**src/rtl/dimension_scaler.sv**
```systemverilog
// dimension_scaler: out_dim = (in_dim-1)*num/den + 1 via one multiply cycle and a radix-2 restoring divide.
module dimension_scaler #(
  parameter int COORD_BITS = 16,
  parameter int RATIO_BITS = 8,
  localparam int PW = COORD_BITS + RATIO_BITS
) (
  input  logic                  clk,
  input  logic                  reset_n,
  input  logic                  in_valid,
  output logic                  in_ready,
  input  logic [COORD_BITS-1:0] in_dim,
  input  logic [RATIO_BITS-1:0] in_num,
  input  logic [RATIO_BITS-1:0] in_den,
  output logic                  out_valid,
  input  logic                  out_ready,
  output logic [COORD_BITS-1:0] out_dim,
  output logic                  out_error
);
  localparam int CW = $clog2(PW);
  typedef enum logic [1:0] {IDLE, MUL, DIV, DONE} state_t;
  state_t state;
  logic [COORD_BITS-1:0] dim;
  logic [RATIO_BITS-1:0] num, den;
  logic [PW-1:0] p, q;
  logic [RATIO_BITS:0] rem, shifted;
  logic [CW-1:0] cnt;
  logic fin, ge;
  logic [PW:0] r;
  logic [COORD_BITS-1:0] dm1;
  always_comb begin
    dm1 = (dim == '0) ? '0 : dim - 1'b1;
    shifted = {rem[RATIO_BITS-1:0], p[PW-1]};
    ge = rem[RATIO_BITS] | (shifted >= {1'b0, den});
    r = {1'b0, q} + 1'b1;
  end
  always_ff @(posedge clk or negedge reset_n) begin
    if (!reset_n) begin
      state <= IDLE;
      in_ready <= 1'b1;
      out_valid <= 1'b0;
      out_dim <= '0;
      out_error <= 1'b0;
      dim <= '0;
      num <= '0;
      den <= '0;
      p <= '0;
      q <= '0;
      rem <= '0;
      cnt <= '0;
      fin <= 1'b0;
    end else begin
      case (state)
        IDLE: if (in_valid) begin
          dim <= in_dim;
          num <= in_num;
          den <= in_den;
          in_ready <= 1'b0;
          state <= MUL;
        end
        MUL: begin
          p <= PW'(dm1) * PW'(num);
          q <= '0;
          rem <= '0;
          cnt <= CW'(PW - 1);
          fin <= 1'b0;
          state <= DIV;
        end
        // after the last quotient bit, one extra cycle resolves the result from the registered quotient
        DIV: if (fin) begin
          out_dim <= (den == '0) ? '1 : (dim == '0) ? '0 : (|r[PW:COORD_BITS]) ? '1 : r[COORD_BITS-1:0];
          out_error <= (den == '0) || ((dim != '0) && (|r[PW:COORD_BITS]));
          out_valid <= 1'b1;
          state <= DONE;
        end else begin
          p <= p << 1;
          q <= {q[PW-2:0], ge};
          rem <= ge ? shifted - {1'b0, den} : shifted;
          cnt <= cnt - 1'b1;
          fin <= (cnt == '0);
        end
        DONE: if (out_ready) begin
          out_valid <= 1'b0;
          in_ready <= 1'b1;
          state <= IDLE;
        end
        default: state <= IDLE;
      endcase
    end
  end
endmodule

```
**config.mk**
```make
export PLATFORM = sky130hd
export DESIGN_NAME = dimension_scaler
export DESIGN_NICKNAME = d
export VERILOG_FILES = /design/src/rtl/dimension_scaler.sv
export SDC_FILE = /design/constraint.sdc
export NUM_CORES = 1
export LEC_CHECK = 0
export ABC_AREA = 1
export BUFFER_PORTS_ARGS = -buffer_cell sky130_fd_sc_hd__buf_2
export CORE_MARGIN = 2
export CORE_UTILIZATION = 29
export DETAILED_ROUTE_END_ITERATION = 6
export GPL_TIMING_DRIVEN = 1
export PLACE_DENSITY_LB_ADDON = 0.1
export REMOVE_ABC_BUFFERS = 1
export SYNTH_ARGS = -nofsm -noshare
export SYNTH_HDL_FRONTEND = slang
export SYNTH_SLANG_ARGS = --single-unit
```
**constraint.sdc**
```tcl
create_clock -name clk -period 6.7 [get_ports clk]
set_input_delay 0.67 -clock clk [delete_from_list [all_inputs] [get_ports clk]]
set_output_delay 0.67 -clock clk [all_outputs]
set_load 0.01 [all_outputs]
```
# After elaboration in Yosys (flattened, before gate mapping)

Cells that the tools add are included.

Flip-flop bits (word level): 116
Input bits: 36
Output and inout bits: 19
Logic and storage cells: 69

$add $sub $neg: 4
$mul: 1
$lt $le $gt $ge: 1
Equal/unequal tests: 7
Multiplexer cells: 25
Bitwise gates (word level): 1
Reduce and logical (&&, ||, !) cells: 17

Operators with widths:

| operator                                           | count |
|---|---|
| one-hot mux 24 bit (2 select lines)                | 2 |
| two-way mux 16 bit                                 | 4 |
| two-way mux 24 bit                                 | 2 |
| adder 24 x 1 -> 25 bit, second input constant      | 1 |
| multiplier 16 x 8 -> 24 bit                        | 1 |
| two-way mux 9 bit                                  | 2 |
| one-hot mux 9 bit (2 select lines)                 | 1 |
| zero test 16 bit                                   | 1 |
| nonzero test 16 bit                                | 1 |
| subtractor 16 x 1 -> 16 bit, second input constant | 1 |
| one-hot mux 5 bit (2 select lines)                 | 1 |
| >= comparator 9 x 8 -> 1 bit                       | 1 |
| AND reduction 3 bit                                | 3 |
| OR reduction 9 bit                                 | 1 |
| subtractor 9 x 8 -> 9 bit                          | 1 |
| zero test 8 bit                                    | 1 |
| != test 2 bit, second input constant               | 4 |
| one-hot mux 2 bit (4 select lines)                 | 1 |
| two-way mux 2 bit                                  | 3 |
| one-hot mux 1 bit (2 select lines)                 | 3 |
| AND reduction 2 bit                                | 3 |
| nonzero test 2 bit                                 | 3 |
| zero test 5 bit                                    | 1 |
| two-way mux 1 bit                                  | 5 |
| other kinds (8)                                    | 9 |

# Logic depth before layout (Yosys ltp)

Word-level depth: 5
Depth in mapped cells: 30

# Least setup slack after synthesis

Ideal clock, no wire load.

Path type: register to register
From: register dim[0]
To: register p[23]
Setup time: 0.123 ns
Data arrival time: 4.887 ns
Data required time: 6.577 ns
Setup slack: 1.690 ns
Stages on the path, launching flop included: 26
Clock period less this slack: 5.010 ns
Cells stage by stage: dfrtp_1 inv_1 ha_1 nand2_1 nor3_1 nor2_1 nor3_1 inv_1 nor2_1 fa_1 fa_1 fa_1 inv_1 fa_1 inv_1 ha_1 nand2_1 inv_1 a21oi_1 nand2_1 nand2_1 nand3_1 nand2_1 inv_1 o21ai_0 nand2_1

Cells in the longest elaborated chain, start to end: 4

RTL lines:

| what                                                                   | RTL line | source |
|---|---|---|
| start: declaration                                                     | 22       | `logic [COORD_BITS-1:0] dim;` |
| start signal: assignment                                               | 54       | `dim <= in_dim;` |
| subtractor 16 x 1 -> 16 bit / zero test 16 bit (equally long branches) | 31       | `dm1 = (dim == '0) ? '0 : dim - 1'b1;` |
| two-way mux 16 bit (*)                                                 | 31       |  |
| multiplier 16 x 8 -> 24 bit (*)                                        | 61       | `p <= PW'(dm1) * PW'(num);` |
| one-hot mux 24 bit (2 select lines) (*)                                | 52       | `case (state)` |
| end signal: assignment                                                 | 61       |  |
| end signal: assignment                                                 | 75       | `p <= p << 1;` |
| end: declaration                                                       | 24       | `logic [PW-1:0] p, q;` |

Every way passes the cells marked *; elsewhere a longest branch is shown, timed or not.
A chain may end at the register's enable or synchronous reset.

# Worst setup path after layout

Same ends and word-level chain as after synthesis.

==> impl_metrics.tcl <==
set metrics [dict create \
    wl_met1_um 13300 \
    dpl.hpwl_um 21500 \
    grt_pass1_vias 9079 \
    synth_top_cell_area_share_pct 28.2 \
    initial_core_util_pct 29.5 \
    fin_crit_ns 6.13 \
    first_iter_violations 478 \
    antenna_cells 0 \
    drive_gt1_share_pct 10.1 \
    wl_met2_um 13200 \
    avgSynthCellArea_um2 7.76 \
    wl_met3_um 834 \
    path_delay_family "adder cells" \
    vias 8647 \
    netlist_top_cells_area "dfrtp_1 28%, fa_1 17%, inv_1 8.5%, nand2_1 8.4%, nor2_1 7.7%" \
    drt-vias-per-instance 4.72 \
    grt_pass1_wl_um 47500 \
    cts_resized 0 \
    totalWireLength_um 27600 \
    fin_cells 1832 \
    syn_area_um2 10200 \
    synth_enable_flop_cells 0 \
    antenna_left 0 \
    synth_warnings 0 \
    end_kind "flip-flop" \
    cp_slowest_cell "fa_1" \
    yosysTopAreaCell "dfrtp_1" \
    drc 0 \
    cts_tree "built" \
    place.gp.congestion 0.834 \
    tightest_slew_ns 0.939 \
    clkSinkCount 116 \
    synth_cell_type_count 42 \
    first_pass_iters 4 \
    rows 68 \
    ctsLongestPathBuffers 2 \
    track_usage_pct 16.5 \
    slew_headroom_pct 37.3 \
    worst_setup_path_start_kind "flip-flop" \
    worst_hold_slack_ns 0.308 \
    async_reset_ff_share_pct 100 \
    hold_violations 0 \
    synth_ff_type "dfrtp_1" \
    io-pin-count 55 \
    rsz0062_at_grt "false" \
    clkTransAtPathRegs_ns 0.06 \
    critPathMaxFanout 6 \
    finalClockSkew_ns 0.0105 \
    synth_seq_cells 116 \
    globalRouteOverflowTotal 0 \
    die_area_um2 36700 \
    htreeDepth 4 \
    numCtsBuffers 17 \
    top_layer_used "met4" \
    place_inst 1800 \
    routedWlPerCell_um 15.0 \
    cts-root-buf "clkbuf_16" \
    synthToLayoutAreaGrowth_pct 13.5 \
    cap_violations 0 \
    post-route-period-util_pct 91.5 \
    path_class "flip-flop to flip-flop" \
    cts_setup_buffers 0 \
    num-nets-final 1546 \
    slew_viol_final 0 \
    finalSetupViolCount 0 \
    clk-insertion-delay-late_ns 0.44 \
    required_ns 7.00 \
    grt_max_degree 65 \
    slowest_delay_ns 0.55 \
    status "complete, no violations" \
    tns_ns 0 \
    portBuffers 54 \
    syn_inst 1315 \
    path_cells "inv_1, ha_1, nand2_1, nor3_1, nor2_1, nor3_1, inv_1, nor2_1, fa_1, fa_1, fa_1, inv_1, fa_1, inv_1, ha_1, nand2_1, nor2_1, inv_1, nor2_1, nand4_1, nand3_1, nor2_1, o21ai_0, nand2_1" \
    holdBufCountCts 0 \
    critPathArrivalTime_ns 6.44 \
    antenna_found_initial 0 \
    core_area_um2 34600 \
    max_freq_mhz 163 \
    die_x_um 192 \
    crit_buf_inv 5 \
    die_y_um 192 \
    ys_seq_area_share_pct 28.5 \
    min_path_type "input pin to async pin" \
]
-- flip-flops by register name (all words and copies together), names as in the netlist --
name	flops
cnt	5
den	8
dim	16
fin	1
in_ready	1
num	8
out_dim	16
out_error	1
out_valid	1
p	24
q	24
rem	9
state	2
-- cell usage in the layout, fill, tap and decap left out, drive strengths merged, types with 24 or more instances in the layout --
cell,Yosys,routed
nand2,234,234
buf,2,60
a21oi,58,58
nand3,74,74
o22ai,26,26
nor2,226,226
fa,85,85
ha,61,61
a22oi,24,24
dfrtp,115,115
o21ai,50,50
inv,236,242
-- synth_stat cells (2+ instances only) --
cell type	instances
ha_1	61
xnor2_1	9
nor2_2	13
nand4_1	19
clkinv_1	2
nor4_1	3
nand2_2	4
nor2_4	4
clkbuf_1	28
a21oi_1	58
fa_1	85
nor3_1	12
or2_2	2
o211ai_1	5
inv_1	231
nand3b_1	3
a22oi_1	24
a31oi_1	3
dfrtp_1	115
inv_2	5
o22ai_1	26
nand2_4	2
nand2_1	228
nand3_1	62
nand3_2	12
o21a_1	3
o21ai_0	44
o21bai_1	4
xor2_1	23
nor2_1	209
o21ai_1	5
-- layer usage --
layer  track usage, %  vias up
li1                 -     4252
met4             3.96        0
met2             27.6      117
met5                0        -
met3             2.80       11
met1             22.1     4267
-- kinds of logic (layout without fill, tap and decap cells) --
| group | after synthesis | after routing | share of synthesized area, % |
|---|---|---|---|
| DFF | 116 | 116 | 28.5 |
| xor gates and xnor gates | 32 | 32 | 2.75 |
| adders and majority gates | 146 | 146 | 24.2 |
| and+or+nand+nor | 574 | 574 | 24.4 |
| buffers and inverters | 268 | 330 | 9.98 |
| muxes | 1 | 1 | 0.110 |
| AOI/OAI and AO/OA | 178 | 178 | 10.2 |
-- area by class of cell --
class                           instances  area (µm²)
Inverter                              238         893
Clock inverter                         15         193
Timing Repair Buffer                   60         318
Sequential cell                       116        2900
Multi-Input combinational cell        931        6280
Clock buffer                           17         425
Fill cell                            3801       23000
Tap cell                              455         569
-- metrics by stage --
step | utilization (%) | setup slack (ns) | area [µm²]
2_1_floorplan | - | 1.69 | 10100
3_3_place_gp | 31.7 | 0.453 | 11000
3_5_place_dp | 31.7 | 0.572 | 11000
4_1_cts | 33.5 | 0.493 | 11600
5_1_grt | 33.5 | 0.0327 | 11600
6_report | 33.5 | 0.568 | 11600
-- path summary, 6_finish.rpt --
path	slack, ns	to	from	cells past startpoint
worst max-delay path	0.57	p[23]$_DFFE_PN0P_	dim[0]$_DFFE_PN0P_	24
worst min-delay path	0.31	rem[7]$_DFFE_PN0P_	reset_n	1
worst max register to register	0.57	p[23]$_DFFE_PN0P_	dim[0]$_DFFE_PN0P_	24
worst min register to register	0.47	in_ready$_DFFE_PN1P_	in_ready$_DFFE_PN1P_	2
max in group asynchronous	5.07	p[14]$_DFFE_PN0P_	reset_n	2
min in group clk	0.46	out_valid$_DFFE_PN0P_	out_ready	2
Power is left out: the tool's default activity adds up to more than one toggle a clock period on the data nets, which glitch-free logic cannot reach.
